`src/rtl/pipe_pkg.sv`:
```
// Shared hazard-unit types: forwarding mux encodings and register-file select.
// Latency: n/a (types and pure functions only).
// Backpressure: n/a.
package pipe_pkg;

    // Forwarding mux select driven to the E-stage operand muxes
    localparam logic [1:0] FWD_REGFILE = 2'b00;
    localparam logic [1:0] FWD_W       = 2'b01;
    localparam logic [1:0] FWD_M       = 2'b10;

    // Source operands per instruction (rs1, rs2, rs3 for fused FP ops)
    localparam int NUM_SRC = 3;

    // Per-source register file select as carried by FRegRead*
    typedef enum logic {
        RF_INT = 1'b0,
        RF_FP  = 1'b1
    } regFile_e;

    // M stage holds the younger result, so it beats W
    function automatic logic [1:0] fwdSelect(input logic hitM, input logic hitW);
        if (hitM)
            fwdSelect = FWD_M;
        else if (hitW)
            fwdSelect = FWD_W;
        else
            fwdSelect = FWD_REGFILE;
    endfunction

endpackage

```
`src/rtl/pipe_scoreboard_if.sv`:
```
// Bundle of pipeline-stage signals exchanged between the datapath and the hazard unit.
// Latency: n/a (wires only).
// Backpressure: n/a; stalls/flushes are carried as plain outputs of the hazard unit.
//
// master: pipeline datapath (drives stage addresses/enables, receives controls)
// slave : hazard unit (pipe_scoreboard)
interface pipe_scoreboard_if #(
    parameter int REG_AW = 5,
    parameter int PERF_W = 32
);
    // D stage
    logic [REG_AW-1:0] Rs1D, Rs2D, Rs3D;
    logic [2:0]        FRegReadD;
    logic [2:0]        UseRsD;
    logic              FpuOpD;
    logic [REG_AW-1:0] RdD;
    logic              FRegWriteD;
    // E stage
    logic [REG_AW-1:0] Rs1E, Rs2E, Rs3E;
    logic [2:0]        FRegReadE;
    logic [REG_AW-1:0] RdE;
    logic              RegWriteE;
    logic              ResultSrcE;
    logic              PCJmpE;
    logic              FpuIssueE;
    // M / W stages
    logic [REG_AW-1:0] RdM, RdW;
    logic              RegWriteM, RegWriteW;
    logic              FRegWriteM, FRegWriteW;
    // FPU writeback port
    logic              FpuDone;
    logic [REG_AW-1:0] FpuRd;
    // Hazard unit outputs
    logic [1:0]        ForwardAE, ForwardBE, ForwardCE;
    logic              StallF, StallD, FlushD, FlushE;
    logic              FpuBusy;
    logic [PERF_W-1:0] StallCnt, FlushCnt;
    logic              ErrSpurious;

    modport master (
        output Rs1D, Rs2D, Rs3D, FRegReadD, UseRsD, FpuOpD, RdD, FRegWriteD,
               Rs1E, Rs2E, Rs3E, FRegReadE, RdE, RegWriteE, ResultSrcE, PCJmpE, FpuIssueE,
               RdM, RdW, RegWriteM, RegWriteW, FRegWriteM, FRegWriteW, FpuDone, FpuRd,
        input  ForwardAE, ForwardBE, ForwardCE, StallF, StallD, FlushD, FlushE,
               FpuBusy, StallCnt, FlushCnt, ErrSpurious
    );

    modport slave (
        input  Rs1D, Rs2D, Rs3D, FRegReadD, UseRsD, FpuOpD, RdD, FRegWriteD,
               Rs1E, Rs2E, Rs3E, FRegReadE, RdE, RegWriteE, ResultSrcE, PCJmpE, FpuIssueE,
               RdM, RdW, RegWriteM, RegWriteW, FRegWriteM, FRegWriteW, FpuDone, FpuRd,
        output ForwardAE, ForwardBE, ForwardCE, StallF, StallD, FlushD, FlushE,
               FpuBusy, StallCnt, FlushCnt, ErrSpurious
    );

endinterface

```
`src/rtl/pipe_scoreboard_fp_scoreboard.sv`:
```
// Tracks FP destinations in flight in the FPU and flags RAW/WAW/structural hazards in D.
// Latency: set/clear take effect the cycle after issue/done; lookup is combinational.
// Backpressure: sbStall holds the D instruction; fpuBusy when MAX_OUTSTANDING ops are in flight.
//
// Ports: clk/reset; rsD/fRegReadD/useRsD/fpuOpD/rdD/fRegWriteD describe the D instruction;
// rdE/fpuIssueE mark an issue, fpuDone/fpuRd a completion; outputs sbStall, fpuBusy,
// errSpurious (sticky until reset).
module fp_scoreboard
    import pipe_pkg::*;
#(
    parameter int REG_AW          = 5,
    parameter int MAX_OUTSTANDING = 4
) (
    input  logic                            clk,
    input  logic                            reset,
    input  logic [NUM_SRC-1:0][REG_AW-1:0]  rsD,
    input  logic [NUM_SRC-1:0]              fRegReadD,
    input  logic [NUM_SRC-1:0]              useRsD,
    input  logic                            fpuOpD,
    input  logic [REG_AW-1:0]               rdD,
    input  logic                            fRegWriteD,
    input  logic [REG_AW-1:0]               rdE,
    input  logic                            fpuIssueE,
    input  logic                            fpuDone,
    input  logic [REG_AW-1:0]               fpuRd,
    output logic                            sbStall,
    output logic                            fpuBusy,
    output logic                            errSpurious
);

    localparam int NREG  = 2 ** REG_AW;
    localparam int CNT_W = $clog2(MAX_OUTSTANDING + 1);
    localparam logic [CNT_W-1:0] MAX_CNT = CNT_W'(MAX_OUTSTANDING);

    logic [NREG-1:0]  pending;
    logic [CNT_W-1:0] inflight;
    logic             doneValid;
    logic             rawHit;
    logic             wawHit;

    // A completion for a register that is not pending is ignored by the
    // scoreboard and only raises the sticky error flag.
    assign doneValid = fpuDone & pending[fpuRd];

    always_ff @(posedge clk) begin
        if (reset) begin
            pending     <= '0;
            inflight    <= '0;
            errSpurious <= 1'b0;
        end else begin
            if (fpuDone && !pending[fpuRd])
                errSpurious <= 1'b1;
            if (doneValid)
                pending[fpuRd] <= 1'b0;
            // Issued after the clear so a same-register issue+done leaves it pending
            if (fpuIssueE)
                pending[rdE] <= 1'b1;

            if (fpuIssueE && !doneValid && inflight != MAX_CNT)
                inflight <= inflight + CNT_W'(1);
            else if (doneValid && !fpuIssueE && inflight != '0)
                inflight <= inflight - CNT_W'(1);
        end
    end

    always_comb begin
        rawHit = 1'b0;
        for (int i = 0; i < NUM_SRC; i++) begin
            if (useRsD[i] && regFile_e'(fRegReadD[i]) == RF_FP && pending[rsD[i]])
                rawHit = 1'b1;
        end
    end

    assign wawHit  = fRegWriteD & pending[rdD];
    assign fpuBusy = (inflight == MAX_CNT);
    assign sbStall = rawHit | wawHit | (fpuOpD & fpuBusy);

endmodule

```
`src/rtl/pipe_scoreboard.sv`:
```
// Hazard unit: int/FP forwarding, load-use and FPU-scoreboard stalls, branch flushes, perf counters.
// Latency: controls and forwarding selects are combinational; counters update at the next edge.
// Backpressure: StallF/StallD hold F/D and FlushE bubbles E; a taken branch overrides any stall.
//
// Ports: clk, reset (sync, active high); hz (slave modport of pipe_scoreboard_if) carries the
// D/E/M/W stage addresses and enables, the FPU issue/done port, and all hazard outputs.
module pipe_scoreboard
    import pipe_pkg::*;
#(
    parameter int REG_AW          = 5,
    parameter int MAX_OUTSTANDING = 4,
    parameter int PERF_W          = 32
) (
    input  logic               clk,
    input  logic               reset,
    pipe_scoreboard_if.slave   hz
);

    logic [NUM_SRC-1:0][REG_AW-1:0] rsD;
    logic [NUM_SRC-1:0][REG_AW-1:0] rsE;
    logic [NUM_SRC-1:0][1:0]        fwdSel;
    logic                           loadFp;
    logic                           lwStall;
    logic                           sbStall;
    logic                           stall;
    logic                           stallD;
    logic                           fpuBusy;
    logic                           errSpurious;
    logic [PERF_W-1:0]              stallCnt;
    logic [PERF_W-1:0]              flushCnt;

    assign rsD = {hz.Rs3D, hz.Rs2D, hz.Rs1D};
    assign rsE = {hz.Rs3E, hz.Rs2E, hz.Rs1E};

    // A later stage write matches a source when addresses agree and that stage
    // writes the same file; integer x0 is hardwired so it never forwards.
    function automatic logic wrHit(
        input logic [REG_AW-1:0] rs,
        input logic [REG_AW-1:0] rd,
        input logic              isFp,
        input logic              intWe,
        input logic              fpWe
    );
        if (rs != rd)
            wrHit = 1'b0;
        else if (isFp)
            wrHit = fpWe;
        else
            wrHit = intWe & (rd != '0);
    endfunction

    always_comb begin
        fwdSel = '0;
        for (int i = 0; i < NUM_SRC; i++) begin
            fwdSel[i] = fwdSelect(
                wrHit(rsE[i], hz.RdM, regFile_e'(hz.FRegReadE[i]) == RF_FP, hz.RegWriteM, hz.FRegWriteM),
                wrHit(rsE[i], hz.RdW, regFile_e'(hz.FRegReadE[i]) == RF_FP, hz.RegWriteW, hz.FRegWriteW));
        end
    end

    assign hz.ForwardAE = fwdSel[0];
    assign hz.ForwardBE = fwdSel[1];
    assign hz.ForwardCE = fwdSel[2];

    // A load without an integer write enable targets the FP file
    assign loadFp = ~hz.RegWriteE;

    always_comb begin
        lwStall = 1'b0;
        for (int i = 0; i < NUM_SRC; i++) begin
            if (hz.ResultSrcE && hz.UseRsD[i] && rsD[i] == hz.RdE &&
                hz.FRegReadD[i] == loadFp && (loadFp || hz.RdE != '0))
                lwStall = 1'b1;
        end
    end

    fp_scoreboard #(
        .REG_AW          (REG_AW),
        .MAX_OUTSTANDING (MAX_OUTSTANDING)
    ) u_fp_scoreboard (
        .clk         (clk),
        .reset       (reset),
        .rsD         (rsD),
        .fRegReadD   (hz.FRegReadD),
        .useRsD      (hz.UseRsD),
        .fpuOpD      (hz.FpuOpD),
        .rdD         (hz.RdD),
        .fRegWriteD  (hz.FRegWriteD),
        .rdE         (hz.RdE),
        .fpuIssueE   (hz.FpuIssueE),
        .fpuDone     (hz.FpuDone),
        .fpuRd       (hz.FpuRd),
        .sbStall     (sbStall),
        .fpuBusy     (fpuBusy),
        .errSpurious (errSpurious)
    );

    // The branch squashes the stalled D instruction anyway, so it wins over stall
    assign stall  = lwStall | sbStall;
    assign stallD = stall & ~hz.PCJmpE;

    assign hz.StallF      = stallD;
    assign hz.StallD      = stallD;
    assign hz.FlushD      = hz.PCJmpE;
    assign hz.FlushE      = stall | hz.PCJmpE;
    assign hz.FpuBusy     = fpuBusy;
    assign hz.ErrSpurious = errSpurious;

    always_ff @(posedge clk) begin
        if (reset) begin
            stallCnt <= '0;
            flushCnt <= '0;
        end else begin
            if (stallD && stallCnt != '1)
                stallCnt <= stallCnt + PERF_W'(1);
            if (hz.PCJmpE && flushCnt != '1)
                flushCnt <= flushCnt + PERF_W'(1);
        end
    end

    assign hz.StallCnt = stallCnt;
    assign hz.FlushCnt = flushCnt;

endmodule
```
`src/flat_wrapper.sv`:
```
// flat-port wrapper written by rule: the top's interface ports become plain ports
module pipe_scoreboard_flat import pipe_pkg::*;
#(
    parameter int REG_AW          = 5,
    parameter int MAX_OUTSTANDING = 4,
    parameter int PERF_W          = 32
)
  (clk, reset, hz_Rs1D, hz_Rs2D, hz_Rs3D, hz_FRegReadD, hz_UseRsD, hz_FpuOpD, hz_RdD, hz_FRegWriteD, hz_Rs1E, hz_Rs2E, hz_Rs3E, hz_FRegReadE, hz_RdE, hz_RegWriteE, hz_ResultSrcE, hz_PCJmpE, hz_FpuIssueE, hz_RdM, hz_RdW, hz_RegWriteM, hz_RegWriteW, hz_FRegWriteM, hz_FRegWriteW, hz_FpuDone, hz_FpuRd, hz_ForwardAE, hz_ForwardBE, hz_ForwardCE, hz_StallF, hz_StallD, hz_FlushD, hz_FlushE, hz_FpuBusy, hz_StallCnt, hz_FlushCnt, hz_ErrSpurious);
  pipe_scoreboard_if #(.REG_AW(REG_AW), .PERF_W(PERF_W)) hz_i ();
  input  logic clk;
  input  logic reset;
  input wire logic [$bits(hz_i.Rs1D)-1:0] hz_Rs1D;
  input wire logic [$bits(hz_i.Rs2D)-1:0] hz_Rs2D;
  input wire logic [$bits(hz_i.Rs3D)-1:0] hz_Rs3D;
  input wire logic [$bits(hz_i.FRegReadD)-1:0] hz_FRegReadD;
  input wire logic [$bits(hz_i.UseRsD)-1:0] hz_UseRsD;
  input wire logic [$bits(hz_i.FpuOpD)-1:0] hz_FpuOpD;
  input wire logic [$bits(hz_i.RdD)-1:0] hz_RdD;
  input wire logic [$bits(hz_i.FRegWriteD)-1:0] hz_FRegWriteD;
  input wire logic [$bits(hz_i.Rs1E)-1:0] hz_Rs1E;
  input wire logic [$bits(hz_i.Rs2E)-1:0] hz_Rs2E;
  input wire logic [$bits(hz_i.Rs3E)-1:0] hz_Rs3E;
  input wire logic [$bits(hz_i.FRegReadE)-1:0] hz_FRegReadE;
  input wire logic [$bits(hz_i.RdE)-1:0] hz_RdE;
  input wire logic [$bits(hz_i.RegWriteE)-1:0] hz_RegWriteE;
  input wire logic [$bits(hz_i.ResultSrcE)-1:0] hz_ResultSrcE;
  input wire logic [$bits(hz_i.PCJmpE)-1:0] hz_PCJmpE;
  input wire logic [$bits(hz_i.FpuIssueE)-1:0] hz_FpuIssueE;
  input wire logic [$bits(hz_i.RdM)-1:0] hz_RdM;
  input wire logic [$bits(hz_i.RdW)-1:0] hz_RdW;
  input wire logic [$bits(hz_i.RegWriteM)-1:0] hz_RegWriteM;
  input wire logic [$bits(hz_i.RegWriteW)-1:0] hz_RegWriteW;
  input wire logic [$bits(hz_i.FRegWriteM)-1:0] hz_FRegWriteM;
  input wire logic [$bits(hz_i.FRegWriteW)-1:0] hz_FRegWriteW;
  input wire logic [$bits(hz_i.FpuDone)-1:0] hz_FpuDone;
  input wire logic [$bits(hz_i.FpuRd)-1:0] hz_FpuRd;
  output wire logic [$bits(hz_i.ForwardAE)-1:0] hz_ForwardAE;
  output wire logic [$bits(hz_i.ForwardBE)-1:0] hz_ForwardBE;
  output wire logic [$bits(hz_i.ForwardCE)-1:0] hz_ForwardCE;
  output wire logic [$bits(hz_i.StallF)-1:0] hz_StallF;
  output wire logic [$bits(hz_i.StallD)-1:0] hz_StallD;
  output wire logic [$bits(hz_i.FlushD)-1:0] hz_FlushD;
  output wire logic [$bits(hz_i.FlushE)-1:0] hz_FlushE;
  output wire logic [$bits(hz_i.FpuBusy)-1:0] hz_FpuBusy;
  output wire logic [$bits(hz_i.StallCnt)-1:0] hz_StallCnt;
  output wire logic [$bits(hz_i.FlushCnt)-1:0] hz_FlushCnt;
  output wire logic [$bits(hz_i.ErrSpurious)-1:0] hz_ErrSpurious;
  assign hz_i.Rs1D = hz_Rs1D;
  assign hz_i.Rs2D = hz_Rs2D;
  assign hz_i.Rs3D = hz_Rs3D;
  assign hz_i.FRegReadD = hz_FRegReadD;
  assign hz_i.UseRsD = hz_UseRsD;
  assign hz_i.FpuOpD = hz_FpuOpD;
  assign hz_i.RdD = hz_RdD;
  assign hz_i.FRegWriteD = hz_FRegWriteD;
  assign hz_i.Rs1E = hz_Rs1E;
  assign hz_i.Rs2E = hz_Rs2E;
  assign hz_i.Rs3E = hz_Rs3E;
  assign hz_i.FRegReadE = hz_FRegReadE;
  assign hz_i.RdE = hz_RdE;
  assign hz_i.RegWriteE = hz_RegWriteE;
  assign hz_i.ResultSrcE = hz_ResultSrcE;
  assign hz_i.PCJmpE = hz_PCJmpE;
  assign hz_i.FpuIssueE = hz_FpuIssueE;
  assign hz_i.RdM = hz_RdM;
  assign hz_i.RdW = hz_RdW;
  assign hz_i.RegWriteM = hz_RegWriteM;
  assign hz_i.RegWriteW = hz_RegWriteW;
  assign hz_i.FRegWriteM = hz_FRegWriteM;
  assign hz_i.FRegWriteW = hz_FRegWriteW;
  assign hz_i.FpuDone = hz_FpuDone;
  assign hz_i.FpuRd = hz_FpuRd;
  assign hz_ForwardAE = hz_i.ForwardAE;
  assign hz_ForwardBE = hz_i.ForwardBE;
  assign hz_ForwardCE = hz_i.ForwardCE;
  assign hz_StallF = hz_i.StallF;
  assign hz_StallD = hz_i.StallD;
  assign hz_FlushD = hz_i.FlushD;
  assign hz_FlushE = hz_i.FlushE;
  assign hz_FpuBusy = hz_i.FpuBusy;
  assign hz_StallCnt = hz_i.StallCnt;
  assign hz_FlushCnt = hz_i.FlushCnt;
  assign hz_ErrSpurious = hz_i.ErrSpurious;
  pipe_scoreboard #(.REG_AW(REG_AW), .MAX_OUTSTANDING(MAX_OUTSTANDING), .PERF_W(PERF_W)) u_core (.clk(clk), .reset(reset), .hz(hz_i));
endmodule
```
`config.mk`:
```
export PLATFORM = sky130hd
export DESIGN_NAME = pipe_scoreboard_flat
export DESIGN_NICKNAME = d
export VERILOG_FILES = /design/src/rtl/pipe_pkg.sv /design/src/rtl/pipe_scoreboard_if.sv /design/src/rtl/pipe_scoreboard_fp_scoreboard.sv /design/src/rtl/pipe_scoreboard.sv /design/src/flat_wrapper.sv
export SDC_FILE = /design/constraint.sdc
export NUM_CORES = 1
export LEC_CHECK = 0
export ABC_AREA = 1
export BUFFER_PORTS_ARGS = -buffer_cell sky130_fd_sc_hd__buf_2
export CORE_ASPECT_RATIO = 0.9
export CORE_MARGIN = 5
export CORE_UTILIZATION = 51
export DETAILED_ROUTE_END_ITERATION = 16
export GPL_ROUTABILITY_DRIVEN = 0
export HOLD_SLACK_MARGIN = 0.02
export PLACE_DENSITY = 0.86
export SETUP_SLACK_MARGIN = 0.5
export SLEW_MARGIN = 0
export SYNTH_ARGS = -nofsm -noshare
export SYNTH_HDL_FRONTEND = slang
export SYNTH_SLANG_ARGS = --single-unit
```
`constraint.sdc`:
```
create_clock -name clk -period 1.9 [get_ports clk]
set_input_delay 0.095 -clock clk [delete_from_list [all_inputs] [get_ports clk]]
set_output_delay 0.095 -clock clk [all_outputs]
set_load 0.03 [all_outputs]
```
Word-level counts from Yosys, hierarchy flattened
Cells that the tools add are included.
{"block": "totals", "register_bits": 100, "latchBits": 0, "ramBits": 0, "rom_bits": 0, "inputBits": 77, "out_inout_bits": 76, "elab_cells": 127, "n_memories": 0}
{"block": "classes", "addsub": 4, "mul": 0, "div": 0, "order_cmp": 8, "n_eq_ne": 16, "n_shift": 0, "mux": 43, "bitwise": 15, "n_reduce_logical": 36}
{"cell": "2-to-1 mux 32 bit", "count": 3}
{"cell": "adder 32 x 1 -> 32 bit, second input constant", "count": 2}
{"cell": "!= test 32 bit, second input constant", "count": 2}
{"cell": "less-than comparator 5 x 6 -> 1 bit, second input constant", "count": 6}
{"cell": "AND 32 bit", "count": 1}
{"cell": "NOT 32 bit", "count": 1}
{"cell": "OR 32 bit", "count": 1}
{"cell": "!= test 5 bit", "count": 6}
{"cell": "2-to-1 mux 1 bit", "count": 28}
{"cell": "logical AND 1 bit", "count": 27}
{"cell": "binary-select mux 1 bit (select 5 bit)", "count": 5}
{"cell": "equality test 5 bit", "count": 3}
{"cell": "nonzero test 5 bit", "count": 3}
{"cell": "demux 1 bit (select 5 bit)", "count": 2}
{"cell": ">= comparator 5 x 1 -> 1 bit, second input constant", "count": 2}
{"cell": "AND 1 bit", "count": 6}
{"cell": "2-to-1 mux 2 bit", "count": 3}
{"cell": "2-to-1 mux 3 bit", "count": 2}
{"cell": "OR 1 bit", "count": 4}
{"cell": "adder 3 x 1 -> 3 bit, second input constant", "count": 1}
{"cell": "equality test 1 bit", "count": 3}
{"cell": "equality test 3 bit, second input constant", "count": 1}
{"cell": "logical NOT 1 bit", "count": 3}
{"cell": "!= test 3 bit, second input constant", "count": 1}
{"cell": "5 further kinds", "count": 6}

Depth between registers and ports, before layout
{"block": "logic_depth", "ltp_word": 11, "depth_mapped": 18, "mapped_depth_nobuf": 16}

Modules after synthesis
A second synthesis with hierarchy kept.
{"block": "unflattened", "cells_unflattened": 1376, "area_unflattened_um2": 7901.3}
{"module": "pipe_scoreboard", "n_inst": 1, "cells_per_inst": 775, "area_per_inst_um2": 4650.7, "seq_area_each_um2": 1281.2}
{"module": "fp_scoreboard", "n_inst": 1, "cells_per_inst": 601, "area_per_inst_um2": 3250.6, "seq_area_each_um2": 720.7}

Least setup slack after synthesis
No wires, ideal clock.
{"block": "synth_path", "kind": "input port to output port", "from": "input hz_RdM[0]", "to": "output hz_ForwardBE[0]", "arrival_ns": 2.534, "required_ns": 1.805, "slack_ns": -0.729, "path_stages": 6, "path_buffers": 0, "path_cell_list": "inv_1 > o22ai_1 > a21oi_1 > nand3_1 > a2111oi_0 > nor2_1"}
{"block": "synth_between", "elab_chain_len": 5, "word_cells_on_any_way": 6, "cone_classes": "eq/ne: 1; mux: 3; bitwise: 1; reduce/logical: 1"}
{"element": "start: declaration", "line_no": "flat_wrapper.sv:29", "text": "input wire logic [$bits(hz_i.RdM)-1:0] hz_RdM;"}
{"element": "nonzero test 5 bit", "line_no": "pipe_scoreboard.sv:49", "text": "wrHit = intWe & (rd != '0);"}
{"element": "AND 1 bit", "line_no": "pipe_scoreboard.sv:49"}
{"element": "2-to-1 mux 1 bit", "line_no": "pipe_scoreboard.sv:46", "text": "else if (isFp)"}
{"element": "2-to-1 mux 1 bit *", "line_no": "pipe_scoreboard.sv:44", "text": "if (rs != rd)"}
{"element": "2-to-1 mux 2 bit *", "line_no": "pipe_pkg.sv:22", "text": "if (hitM)"}
{"element": "end: declaration", "line_no": "flat_wrapper.sv:38", "text": "output wire logic [$bits(hz_i.ForwardBE)-1:0] hz_ForwardBE;"}
Mark *: on every way between the ends. The rest lies on a longest branch, timed or not.

Worst setup path in the final report
{"block": "layout_path", "from": "register u_core.u_fp_scoreboard.pending[28]", "to": "register u_core.u_fp_scoreboard.pending[20]"}
{"block": "layout_between", "elab_chain_len": 7}
{"element": "start: declaration", "line_no": "pipe_scoreboard_fp_scoreboard.sv:35", "text": "logic [NREG-1:0] pending;"}
{"element": "start signal: assignment", "line_no": "pipe_scoreboard_fp_scoreboard.sv:47", "text": "pending <= '0;"}
{"element": "start signal: indexed assignment", "line_no": "pipe_scoreboard_fp_scoreboard.sv:54", "text": "pending[fpuRd] <= 1'b0;"}
{"element": "start signal: indexed assignment", "line_no": "pipe_scoreboard_fp_scoreboard.sv:57", "text": "pending[rdE] <= 1'b1;"}
{"element": "binary-select mux 1 bit (select 5 bit) *", "line_no": "pipe_scoreboard_fp_scoreboard.sv:43", "text": "assign doneValid = fpuDone & pending[fpuRd];"}
{"element": "2-to-1 mux 1 bit (implied by the code) *", "line_no": "pipe_scoreboard_fp_scoreboard.sv:43"}
{"element": "AND 1 bit *", "line_no": "pipe_scoreboard_fp_scoreboard.sv:43"}
{"element": "2-to-1 mux 32 bit *", "line_no": "pipe_scoreboard_fp_scoreboard.sv:53", "text": "if (doneValid)"}
{"element": "2-to-1 mux 32 bit *", "line_no": "pipe_scoreboard_fp_scoreboard.sv:46", "text": "if (reset) begin"}
{"element": "OR 32 bit (no source line)"}
{"element": "2-to-1 mux 32 bit *", "line_no": "pipe_scoreboard_fp_scoreboard.sv:56", "text": "if (fpuIssueE)"}
Mark *: on every way between the ends. The rest lies on a longest branch, timed or not. The select of a mux whose other input is x is not followed.
A chain may end at the register's enable or synchronous reset.

==> summary.txt <==
crit-path cells: buf_6 > a22oi_2 > nand2_1 > nand2_1 > nand2_1 > nor2_1 > nand4_1 > nand2_2 > buf_4 > buf_6 > buf_8 > buf_6 > clkbuf_16 > o21ai_1 > a21oi_1
IO Pins: 153
sequential share of the synthesized area: 0.260
TritonCTS Buffers: 9
Hold Crit Class: primary input to flip-flop
H-tree depth: 3
Crit. End Element: flip-flop
NetSw: 1.87 mW
internal power: 3.75 mW
crit-path max cell delay: 0.34 ns
Worst Path Required: 2.16 ns
critical path's slowest cell: dfxtp_2
DR vias/cell: 6.00
Final Instance Area: 12000 um^2
CP endpoint: u_core.u_fp_scoreboard.pending[20]
# DRC: 0
FF-to-FF path depth: 15
Clock Path Buffers: 2
Total GRT Usage: 0.324
failing checks: setup timing
Worst R2R Start: u_core.u_fp_scoreboard.pending[28]
fillers: 917
R2R Path End: u_core.u_fp_scoreboard.pending[20]
PD cells: 468 nW/um^2
DRT iter0 DRCs: 1348
critical path fanouts, max: 8
Slew @ Worst Pin: 0.831 ns
FF+latch count, synth: 100
total gr overflow: 0
DRT Pass-1 Iters: 7
Clock Sinks: 100
crit share post-route: 1.22
root buf cell: clkbuf_16
final hold viol count: 0
Top FF cell, synth: dfxtp_1
sequential fraction of design power: 0.382
max_cap viols: 0
worst setup path startpoint: u_core.u_fp_scoreboard.pending[28]
number of routed nets with antenna violations: 0
RSZ-0062 raised after global routing: true
PortBufs: 152
worst reg2reg setup slack: -0.41 ns
cell count after synthesis: 1326
Horiz. Die Dim: 140 um
multi-input logic area: 5870 um^2
outcome: finished with violations
largest net degree at the start of global routing: 61
sw frac: 0.333
placed cells: 1753
Setup CP Type: flip-flop to flip-flop
Post-CTS Hold Buffers: 0
min setup slack post-route: -0.414 ns
Core ar.: 14800 um^2
clk_skew: 0.0168 ns
Final Max Tran Viols: 0
setup TNS: -18.75 ns
TritonCTS clock tree: built
number of synthesized flops with an enable pin: 0
Startpoint Class: flip-flop
Final setup viols: 92
Logic pwr share: 0.276
Worst-path clk slew: 0.08 ns
synthesized cell area: 7700 um^2
wire length of the first global-routing pass: 48.5 mm
Leakage: 5.30 nW
Syn Nets: 1406
Fmax achieved: 432 MHz
DP HPWL: 19.2 mm
average size of a mapped cell: 5.81 um^2
total die area: 17700 um^2
Syn-to-layout area delta: 55.7%
number of global-route vias before repair: 10300
# nets final: 1707
final std cells w/o fill: 1831
fraction of layout instances using a drive strength above 1: 0.388
standard-cell row count: 42
Pwr Total: 5.62 mW
final wirelength: 33.2 mm
Via Count: 11000
register area: 2140 um^2
initial antenna violation count: 1
Async SR Flop Fraction: 0
Worst IR Drop VDD: 479 uV
Initial Utilization: 0.522
Rel. slew slack: 0.442
WL/cell: 18.1 um
CP arrival: 2.58 ns
dpl cell area: 9780 um^2
Synth cell types: 42
Clock Power Share: 0.342
YS warnings: 0
die height: 127 um
Final Core Density: 0.812
worst skew pair latency: 0.36 ns
Tmin final: 2.31 ns
layer usage:
metal	GRT usage	vias to the layer above	routed length [um]
met2	0.539	887	15400
met3	0.0738	218	4010
met4	0.147	2	1670
met5	0	-	7
li1	-	4961	-
met1	0.400	4922	12200
critical path: cells and delay by family, from the launching register on:
family	cells	cell delay (ns)
flops	1	0.34
buf+inv	6	0.70
compound gates	3	0.41
simple gates	6	0.76
how the worst min path moves through the flow:
stage | depth (start not counted) | startpoint | to
after global placement | 1 | u_core.u_fp_scoreboard.errSpurious | u_core.u_fp_scoreboard.errSpurious
after detailed placement | 1 | u_core.u_fp_scoreboard.errSpurious | u_core.u_fp_scoreboard.errSpurious
after floorplan | 1 | hz_PCJmpE | hz_StallD
after global routing | 4 | hz_FpuDone | u_core.u_fp_scoreboard.errSpurious
final | 4 | hz_FpuDone | u_core.u_fp_scoreboard.errSpurious
after CTS | 4 | hz_FpuDone | u_core.u_fp_scoreboard.errSpurious
registers in the layout, indices dropped and copies added (netlist names):
| register | flops |
|---|---|
| u_core.hz.FlushCnt | 32 |
| u_core.u_fp_scoreboard.errSpurious | 1 |
| u_core.u_fp_scoreboard.inflight | 3 |
| u_core.hz.StallCnt | 32 |
| u_core.u_fp_scoreboard.pending | 32 |
cells by family after synthesis:
logic type	Yosys count	synth area share
and+or+nand+nor	816	0.460
buffers and inverters	215	0.121
AOI/OAI and AO/OA	160	0.117
DFF	100	0.260
xor gates and xnor gates	32	0.0364
adders and majority gates	3	0.00585
synthesized netlist by cell type (all sizes together), types with 2 or more instances:
library cell	instances	area, um^2
buf	37	263
a2111oi	4	35.0
o21a	4	30.0
xor2	18	158
nand2	414	1560
nor2	122	473
nand3b	4	30.0
o31ai	2	15.0
nor3	52	265
o21ai	55	275
nor3b	3	22.5
a21oi	66	330
ha	2	25.0
a211oi	3	22.5
nor4	6	37.5
or2	6	37.5
xnor2	14	123
nand3	160	813
o41ai	2	17.5
o22ai	5	31.3
nand4	48	300
dfxtp	100	2000
a22oi	16	120
inv	162	613
clkbuf	15	56.3
repair_timing:
item,4_1_cts,5_1_grt
endpoints found under the hold margin,0,0
gates cloned,8,2
setup endpoints to repair,106,109
gates resized for setup,208,162
pin swaps,109,86
setup buffers,26,25
power by group through the flow:
stage | clock, mW | combinational (mW) | sequential, mW
6_report | 1.92 | 1.55 | 2.15
3_5_place_dp | 0 | 1.02 | 2.21
4_1_cts | 1.91 | 1.32 | 2.15
5_1_grt | 2.02 | 1.63 | 2.15
3_3_place_gp | 0 | 0.999 | 2.21
2_1_floorplan | 0 | 0.637 | 2.23
cell usage in the layout (no fill, tap or decap), drive strengths merged, types with 2 or more instances in the layout:
cell type	count
o31ai	2
nor3b	3
nor2	122
ha	2
a21oi	66
nand3	160
dfxtp	100
buf	340
a2111oi	4
xor2	18
nand3b	4
nor3	52
xnor2	14
o21ai	55
nand2	414
a22oi	16
clkbuf	12
or2	6
nand4	48
clkinv	3
o22ai	5
o41ai	2
nor4	6
o21a	4
a211oi	3
inv	165
final cells by class:
cell class              count  area share
multi-input cells        1011       0.489
clock buffers              10      0.0199
repair buffers            342       0.233
diodes                      1    0.000209
well taps                 198      0.0207
clock inverters             6     0.00553
inverters                 163      0.0529
flip-flops and latches    100       0.178
through the flow:
| stage | worst slack (ns) | hold WS (ns) |
|---|---|---|
| 2_1_floorplan | -0.0239 | 0.229 |
| 3_5_place_dp | -0.214 | 0.448 |
| 4_1_cts | -0.146 | 0.126 |
| 3_3_place_gp | -0.113 | 0.446 |
| 6_report | -0.414 | 0.127 |
| 5_1_grt | -0.415 | 0.178 |
Note: power is estimated with default switching activity, not from simulation.
